--- src/rtl/lsu_access.sv ---
// lsu_access: data-memory access and writeback formation for the rv32i pipeline.
//
// Takes the memory-stage bundle, runs loads/stores against data memory over a
// req/ack handshake, and presents one registered writeback per retired op.
// Non-memory ops retire the next cycle. Memory ops take one accept cycle,
// then wait in REQ until mem_ack, then spend one cycle in DONE.
//
// Optional build macro: LSU_TIMEOUT_EN
//   When defined, a REQ that sees no mem_ack for TIMEOUT_CYCLES cycles is
//   abandoned: mem_req drops and an err/wb_valid (wb_we=0) pulse is issued.
//   When undefined, REQ waits for mem_ack indefinitely.
//
// Ports:
//   clk, rst        clock; synchronous active-low reset
//   in_valid        bundle valid this cycle
//   is_load/is_store/reg_we/rs2/alu_result/rd_src/alucode  memory-stage bundle
//   stall           upstream must hold the bundle (combinational)
//   mem_req/mem_we/mem_addr/mem_wstrb/mem_wdata  data-memory request (registered)
//   mem_ack/mem_rdata  request completion and read data
//   wb_valid/wb_we/wb_rd/wb_data  writeback slot (registered)
//   err             one-cycle pulse on misaligned access or timeout
//
// alucode values (match define.vh):
//   ALU_LB=20 ALU_LH=21 ALU_LW=22 ALU_LBU=23 ALU_LHU=24 ALU_SB=25 ALU_SH=26 ALU_SW=27

module lsu_access #(
    parameter int unsigned TIMEOUT_CYCLES = 255
) (
    input  logic        clk,
    input  logic        rst,
    input  logic        in_valid,
    input  logic        is_load,
    input  logic        is_store,
    input  logic        reg_we,
    input  logic [31:0] rs2,
    input  logic [31:0] alu_result,
    input  logic [4:0]  rd_src,
    input  logic [5:0]  alucode,
    output logic        stall,
    output logic        mem_req,
    output logic        mem_we,
    output logic [31:0] mem_addr,
    output logic [3:0]  mem_wstrb,
    output logic [31:0] mem_wdata,
    input  logic        mem_ack,
    input  logic [31:0] mem_rdata,
    output logic        wb_valid,
    output logic        wb_we,
    output logic [4:0]  wb_rd,
    output logic [31:0] wb_data,
    output logic        err
);

    localparam logic [5:0] ALU_LB  = 6'd20;
    localparam logic [5:0] ALU_LH  = 6'd21;
    localparam logic [5:0] ALU_LW  = 6'd22;
    localparam logic [5:0] ALU_LBU = 6'd23;
    localparam logic [5:0] ALU_LHU = 6'd24;
    localparam logic [5:0] ALU_SB  = 6'd25;
    localparam logic [5:0] ALU_SH  = 6'd26;
    localparam logic [5:0] ALU_SW  = 6'd27;

    localparam logic [1:0] S_IDLE = 2'd0;
    localparam logic [1:0] S_REQ  = 2'd1;
    localparam logic [1:0] S_DONE = 2'd2;

    // A zero timeout would abort every request before it could complete.
    if (TIMEOUT_CYCLES < 1) begin : g_bad_timeout
        $error("lsu_access: TIMEOUT_CYCLES must be at least 1");
    end

    logic [1:0]  state_q, state_d;

    // Bundle fields needed after the accept cycle.
    logic        ld_q, ld_d;
    logic        reg_we_q, reg_we_d;
    logic [4:0]  rd_q, rd_d;
    logic [5:0]  code_q, code_d;
    logic [1:0]  off_q, off_d;

    logic        mem_req_d, mem_we_d;
    logic [31:0] mem_addr_d, mem_wdata_d;
    logic [3:0]  mem_wstrb_d;
    logic        wb_valid_d, wb_we_d, err_d;
    logic [4:0]  wb_rd_d;
    logic [31:0] wb_data_d;

    logic        is_mem;
    logic        size_w, size_h;
    logic        misaligned;
    logic [31:0] lane;
    logic [31:0] load_val;

`ifdef LSU_TIMEOUT_EN
    localparam int unsigned CNT_W = ($clog2(TIMEOUT_CYCLES + 1) > 8) ?
                                    $clog2(TIMEOUT_CYCLES + 1) : 8;
    logic [CNT_W-1:0] cnt_q, cnt_d;
`endif

    // Access size and alignment of the incoming bundle.
    always_comb begin
        is_mem     = is_load | is_store;
        size_w     = (alucode == ALU_LW) || (alucode == ALU_SW);
        size_h     = (alucode == ALU_LH) || (alucode == ALU_LHU) || (alucode == ALU_SH);
        misaligned = (size_w && (alu_result[1:0] != 2'b00)) ||
                     (size_h && alu_result[0]);
    end

    // Load extraction from the returned word, using the captured offset.
    always_comb begin
        lane     = mem_rdata >> {off_q, 3'b000};
        load_val = mem_rdata;
        case (code_q)
            ALU_LB:  load_val = {{24{lane[7]}}, lane[7:0]};
            ALU_LBU: load_val = {24'd0, lane[7:0]};
            ALU_LH:  load_val = {{16{lane[15]}}, lane[15:0]};
            ALU_LHU: load_val = {16'd0, lane[15:0]};
            default: load_val = mem_rdata;
        endcase
    end

    // Next-state and registered-output values.
    always_comb begin
        state_d     = state_q;
        ld_d        = ld_q;
        reg_we_d    = reg_we_q;
        rd_d        = rd_q;
        code_d      = code_q;
        off_d       = off_q;
        mem_req_d   = 1'b0;
        mem_we_d    = 1'b0;
        mem_addr_d  = 32'd0;
        mem_wstrb_d = 4'd0;
        mem_wdata_d = 32'd0;
        wb_valid_d  = 1'b0;
        wb_we_d     = 1'b0;
        wb_rd_d     = 5'd0;
        wb_data_d   = 32'd0;
        err_d       = 1'b0;
        stall       = 1'b0;
`ifdef LSU_TIMEOUT_EN
        cnt_d       = '0;
`endif

        case (state_q)
            S_IDLE: begin
                if (in_valid && !is_mem) begin
                    wb_valid_d = 1'b1;
                    wb_we_d    = reg_we;
                    wb_rd_d    = reg_we ? rd_src : 5'd0;
                    wb_data_d  = alu_result;
                end else if (in_valid && misaligned) begin
                    wb_valid_d = 1'b1;
                    err_d      = 1'b1;
                end else if (in_valid) begin
                    stall      = rst;
                    state_d    = S_REQ;
                    ld_d       = is_load;
                    reg_we_d   = reg_we;
                    rd_d       = rd_src;
                    code_d     = alucode;
                    off_d      = alu_result[1:0];
                    mem_req_d  = 1'b1;
                    mem_we_d   = is_store & ~is_load;
                    mem_addr_d = {alu_result[31:2], 2'b00};
                    if (is_store && !is_load) begin
                        case (alucode)
                            ALU_SB: begin
                                mem_wstrb_d = 4'b0001 << alu_result[1:0];
                                mem_wdata_d = {4{rs2[7:0]}};
                            end
                            ALU_SH: begin
                                mem_wstrb_d = alu_result[1] ? 4'b1100 : 4'b0011;
                                mem_wdata_d = {2{rs2[15:0]}};
                            end
                            default: begin
                                mem_wstrb_d = 4'b1111;
                                mem_wdata_d = rs2;
                            end
                        endcase
                    end
                end
            end

            S_REQ: begin
                stall = rst;
                if (mem_ack) begin
                    state_d    = S_DONE;
                    wb_valid_d = 1'b1;
                    wb_we_d    = ld_q & reg_we_q;
                    wb_rd_d    = (ld_q & reg_we_q) ? rd_q : 5'd0;
                    wb_data_d  = ld_q ? load_val : 32'd0;
`ifdef LSU_TIMEOUT_EN
                end else if (cnt_q == CNT_W'(TIMEOUT_CYCLES - 1)) begin
                    state_d    = S_IDLE;
                    wb_valid_d = 1'b1;
                    err_d      = 1'b1;
`endif
                end else begin
                    mem_req_d   = 1'b1;
                    mem_we_d    = mem_we;
                    mem_addr_d  = mem_addr;
                    mem_wstrb_d = mem_wstrb;
                    mem_wdata_d = mem_wdata;
`ifdef LSU_TIMEOUT_EN
                    cnt_d       = cnt_q + CNT_W'(1);
`endif
                end
            end

            // Upstream still shows the retiring bundle here; it is not re-accepted.
            S_DONE: begin
                state_d = S_IDLE;
            end

            default: begin
                state_d = S_IDLE;
            end
        endcase
    end

    // State and output registers.
    always_ff @(posedge clk) begin
        if (!rst) begin
            state_q   <= S_IDLE;
            ld_q      <= 1'b0;
            reg_we_q  <= 1'b0;
            rd_q      <= 5'd0;
            code_q    <= 6'd0;
            off_q     <= 2'd0;
            mem_req   <= 1'b0;
            mem_we    <= 1'b0;
            mem_addr  <= 32'd0;
            mem_wstrb <= 4'd0;
            mem_wdata <= 32'd0;
            wb_valid  <= 1'b0;
            wb_we     <= 1'b0;
            wb_rd     <= 5'd0;
            wb_data   <= 32'd0;
            err       <= 1'b0;
`ifdef LSU_TIMEOUT_EN
            cnt_q     <= '0;
`endif
        end else begin
            state_q   <= state_d;
            ld_q      <= ld_d;
            reg_we_q  <= reg_we_d;
            rd_q      <= rd_d;
            code_q    <= code_d;
            off_q     <= off_d;
            mem_req   <= mem_req_d;
            mem_we    <= mem_we_d;
            mem_addr  <= mem_addr_d;
            mem_wstrb <= mem_wstrb_d;
            mem_wdata <= mem_wdata_d;
            wb_valid  <= wb_valid_d;
            wb_we     <= wb_we_d;
            wb_rd     <= wb_rd_d;
            wb_data   <= wb_data_d;
            err       <= err_d;
`ifdef LSU_TIMEOUT_EN
            cnt_q     <= cnt_d;
`endif
        end
    end

endmodule

--- config.mk ---
export PLATFORM = sky130hd
export DESIGN_NAME = lsu_access
export DESIGN_NICKNAME = d
export VERILOG_FILES = /design/src/rtl/lsu_access.sv
export SDC_FILE = /design/constraint.sdc
export NUM_CORES = 1
export LEC_CHECK = 0
export BUFFER_PORTS_ARGS = -buffer_cell sky130_fd_sc_hd__buf_2
export CELL_PAD_IN_SITES_DETAIL_PLACEMENT = 2
export CELL_PAD_IN_SITES_GLOBAL_PLACEMENT = 2
export CORE_MARGIN = 10
export CORE_UTILIZATION = 27
export DETAILED_ROUTE_END_ITERATION = 12
export PLACE_DENSITY = 0.83
export SYNTH_ARGS = -nofsm -noshare
export SYNTH_HDL_FRONTEND = slang
export SYNTH_SLANG_ARGS = --single-unit
--- constraint.sdc ---
create_clock -name clk -period 2.51 [get_ports clk]
set_clock_uncertainty 0.2 [all_clocks]
set_input_delay 0.502 -clock clk [delete_from_list [all_inputs] [get_ports clk]]
set_output_delay 0.502 -clock clk [all_outputs]
set_load 0.005 [all_outputs]
==> results.py <==
metrics = {
    "synthesis": {
        "async_flop_share_pct": 0,
        "synth_edf_count": 0,
        "synth_area_leaders": "dfxtp_1, nand2_1, a22o_1",
        "synth_area_mm2": 0.00527,
        "synthFlopType": "dfxtp_1",
        "synth_commonest_cells": "dfxtp_1, nand2_1, nor2_1, a22o_1, o21ai_0",
        "yosys_warnings": 0,
        "synth_seq_area_share_pct": 47.5,
        "yosysTopAreaCell": "dfxtp_1",
        "synth_most_common_cell": "dfxtp_1",
        "synth_top_area_share_pct": 47.5,
        "synth-seq-cells": 125,
        "synth.distinct_cells": 52,
        "synth_cells": 595,
        "avgSynthCellArea_um2": 8.85,
    },
    "clock_tree": {
        "clock_latency_ns": 0.42,
        "cts_setup_buffers": 0,
        "cts_made_buffers": 17,
        "cts_resized": 0,
        "htreeDepth": 4,
        "holdBufCountCts": 0,
        "cts_tree": "done",
        "cts_sinks": 125,
        "root_buffer": "clkbuf_16",
        "clock_path_buffers": 2,
        "worst_setup_hold_path_clk_slew_ns": 0.06,
    },
    "worst_setup_path": {
        "path_common_cell": "buf_2",
        "cp-end-kind": "output pin",
        "critical_path_buf_inv_count": 2,
        "criticalPathCategory": "primary input to output pin",
        "critPathMaxStageDelay_ns": 0.24,
        "path_cells": "buf_2 -> nor3b_1 -> o2111ai_1 -> o2bb2ai_1 -> and3b_1 -> o21ba_1 -> buf_2",
        "cp-start-kind": "primary input",
        "critPathMaxFanout": 7,
        "crit_arrival_ns": 1.71,
        "crit_family": "compound AO/OA/AOI/OAI gates",
        "required_ns": 1.81,
        "cp_slowest_cell": "nor3b_1",
    },
    "pwr": {
        "finalPower_mw": 5.21,
        "ir_worst_vdd_uv": 440,
        "pwr_density_cell_mw_per_mm2": 712,
        "leakagePower_nw": 3.29,
    },
    "place": {
        "gp_congestion": 0.805,
        "dp_hpwl_um": 18300,
        "place_area_mm2": 0.00669,
        "dp_slack_ns": 0.0388,
        "io_buffers": 222,
    },
    "status": {
        "status": "complete, no violations",
    },
    "sta": {
        "setup_slack_ns": 0.0965,
        "period_share_pct": 96.2,
        "drv_slew": 0,
        "hold_viol": 0,
        "rsz0062_at_grt": "no",
        "fin_setup_tns_ns": 0,
        "maxSlewHeadroom_pct": 44.2,
        "setup_violations": 0,
        "max_clock_freq_mhz": 414,
        "min_period_ns": 2.41,
        "worst_slew_pin_slew_ns": 0.836,
    },
    "final_layout": {
        "fillers": 2251,
        "drive_gt1_share_pct": 35.7,
        "fin_util_pct": 37.8,
        "fin_area_mm2": 0.00732,
        "fin_nets": 930,
        "area_growth_pct": 38.9,
    },
    "global_route": {
        "grt_max_degree": 32,
        "grt_remaining_overflow": 0,
        "antenna_found_initial": 2,
        "grt_pass1_wl_um": 36100,
        "grt_pass1_vias": 5937,
        "grt_usage_pct": 18.0,
    },
    "drt": {
        "vias_per_cell": 4.92,
        "drc": 0,
        "firstDrtPassIters": 4,
        "ant_nets": 0,
        "drt_wl_total_um": 23400,
        "wl_per_cell_um": 21.3,
        "vias": 5388,
        "first_iter_violations": 211,
    },
    "floorplan": {
        "io_pins": 225,
        "coreArea_mm2": 0.0193,
        "start_util_pct": 27.2,
        "die-width_um": 160,
        "die_y_um": 160,
        "core.rowCount": 51,
        "dieArea_mm2": 0.0255,
    },
    "flow_run": {
        "drv_cap": 0,
    },
    "worst_hold_path": {
        "hp-class": "primary input to flip-flop",
    },
}
-- per-stage QoR --
step           hold slack, ns  cells
2_1_floorplan           0.231    596
3_3_place_gp            0.227   1062
3_5_place_dp            0.240   1062
4_1_cts                0.0739   1094
5_1_grt                0.0991   1095
6_report               0.0943   1096
-- cell usage in the layout, fill, tap and decap left out, types with 4 or more instances in the layout --
cell        synthesis  routed
buf_4               7      20
nor2b_1             7       5
a22o_1             42      42
a21oi_1            20      20
nor2_1             66      65
buf_2              16     222
o21ai_0            38      38
o221ai_1            6       6
nand3_1            13      13
clkinvlp_4          0       4
nand2_1           107     107
dfxtp_1           125     125
o22ai_1             8       8
a221oi_1            8       8
a22oi_1             5       5
clkinv_4            0       4
o21a_1              9       9
mux2i_1            30      30
nand2b_1            7       7
inv_1               4       4
clkbuf_16           0      17
o21ai_1            14      14
-- path summary, 6_finish.rpt --
check / slack (ns) / endpoint / cells after the start / from
worst max-delay path: 0.1 / stall / 7 / alucode[0]
worst min-delay path: 0.09 / wb_data[4]$_SDFF_PN0_ / 3 / alu_result[4]
worst max register to register: 0.24 / wb_data[3]$_SDFF_PN0_ / 5 / code_q[3]$_SDFFE_PN0P_
worst min register to register: 0.24 / mem_we$_SDFFE_PN0N_ / 2 / mem_we$_SDFFE_PN0N_
-- state kept, by name, summed over array words and instances (netlist names), 2 cells and up --
register / count
code_q: 6
off_q: 2
mem_wdata: 32
wb_data: 32
state_q: 2
mem_addr: 30
mem_wstrb: 4
rd_q: 5
wb_rd: 5
-- per-layer routing --
| layer | global-route usage, % | part of all wire (%) |
|---|---|---|
| met3 | 4.58 | 5.7 |
| met1 | 20.8 | 42 |
| met2 | 31.6 | 50 |
| met4 | 6.07 | 2.0 |
| met5 | 0 | 0 |
-- cell families (layout without fill, tap and decap cells) --
group | count (synthesis) | count (layout) | share of synthesized area [%]
AO/OA/AOI/OAI | 165 | 165 | 22.0
AND/OR/NAND/NOR | 223 | 223 | 19.4
other | 1 | 4 | 0.0712
multiplexers | 33 | 33 | 6.34
buffers and inverters | 47 | 280 | 4.51
XOR/XNOR | 1 | 1 | 0.166
flip-flops | 125 | 125 | 47.5
-- layout make-up --
class	instances	area [um2]	share of cell area, %
antenna	2	5.00	0.0684
clock buffer	17	425	5.81
clock inverter	15	189	2.58
inverter	4	15.0	0.205
multi-input combinational	424	2550	34.8
sequential	125	2500	34.2
tap	265	332	4.53
timing repair buffer	244	1300	17.8
-- worst register-to-register path, cell delays in order (launching register included) --
cell      delay [ns]
dfxtp_1         0.43
and3b_4         0.25
o311ai_4        0.59
nor2_1          0.32
o221ai_1        0.29
nand2_1         0.08
-- power by group --
group	switching, mW	internal, mW	leakage [nW]	total, mW
registers	0.0466	2.05	1.02	2.10
clock network	1.01	1.58	0.288	2.58
logic	0.303	0.230	1.99	0.533
total	1.36	3.86	3.29	5.21
No activity file was read; power rests on OpenSTA's default activity.
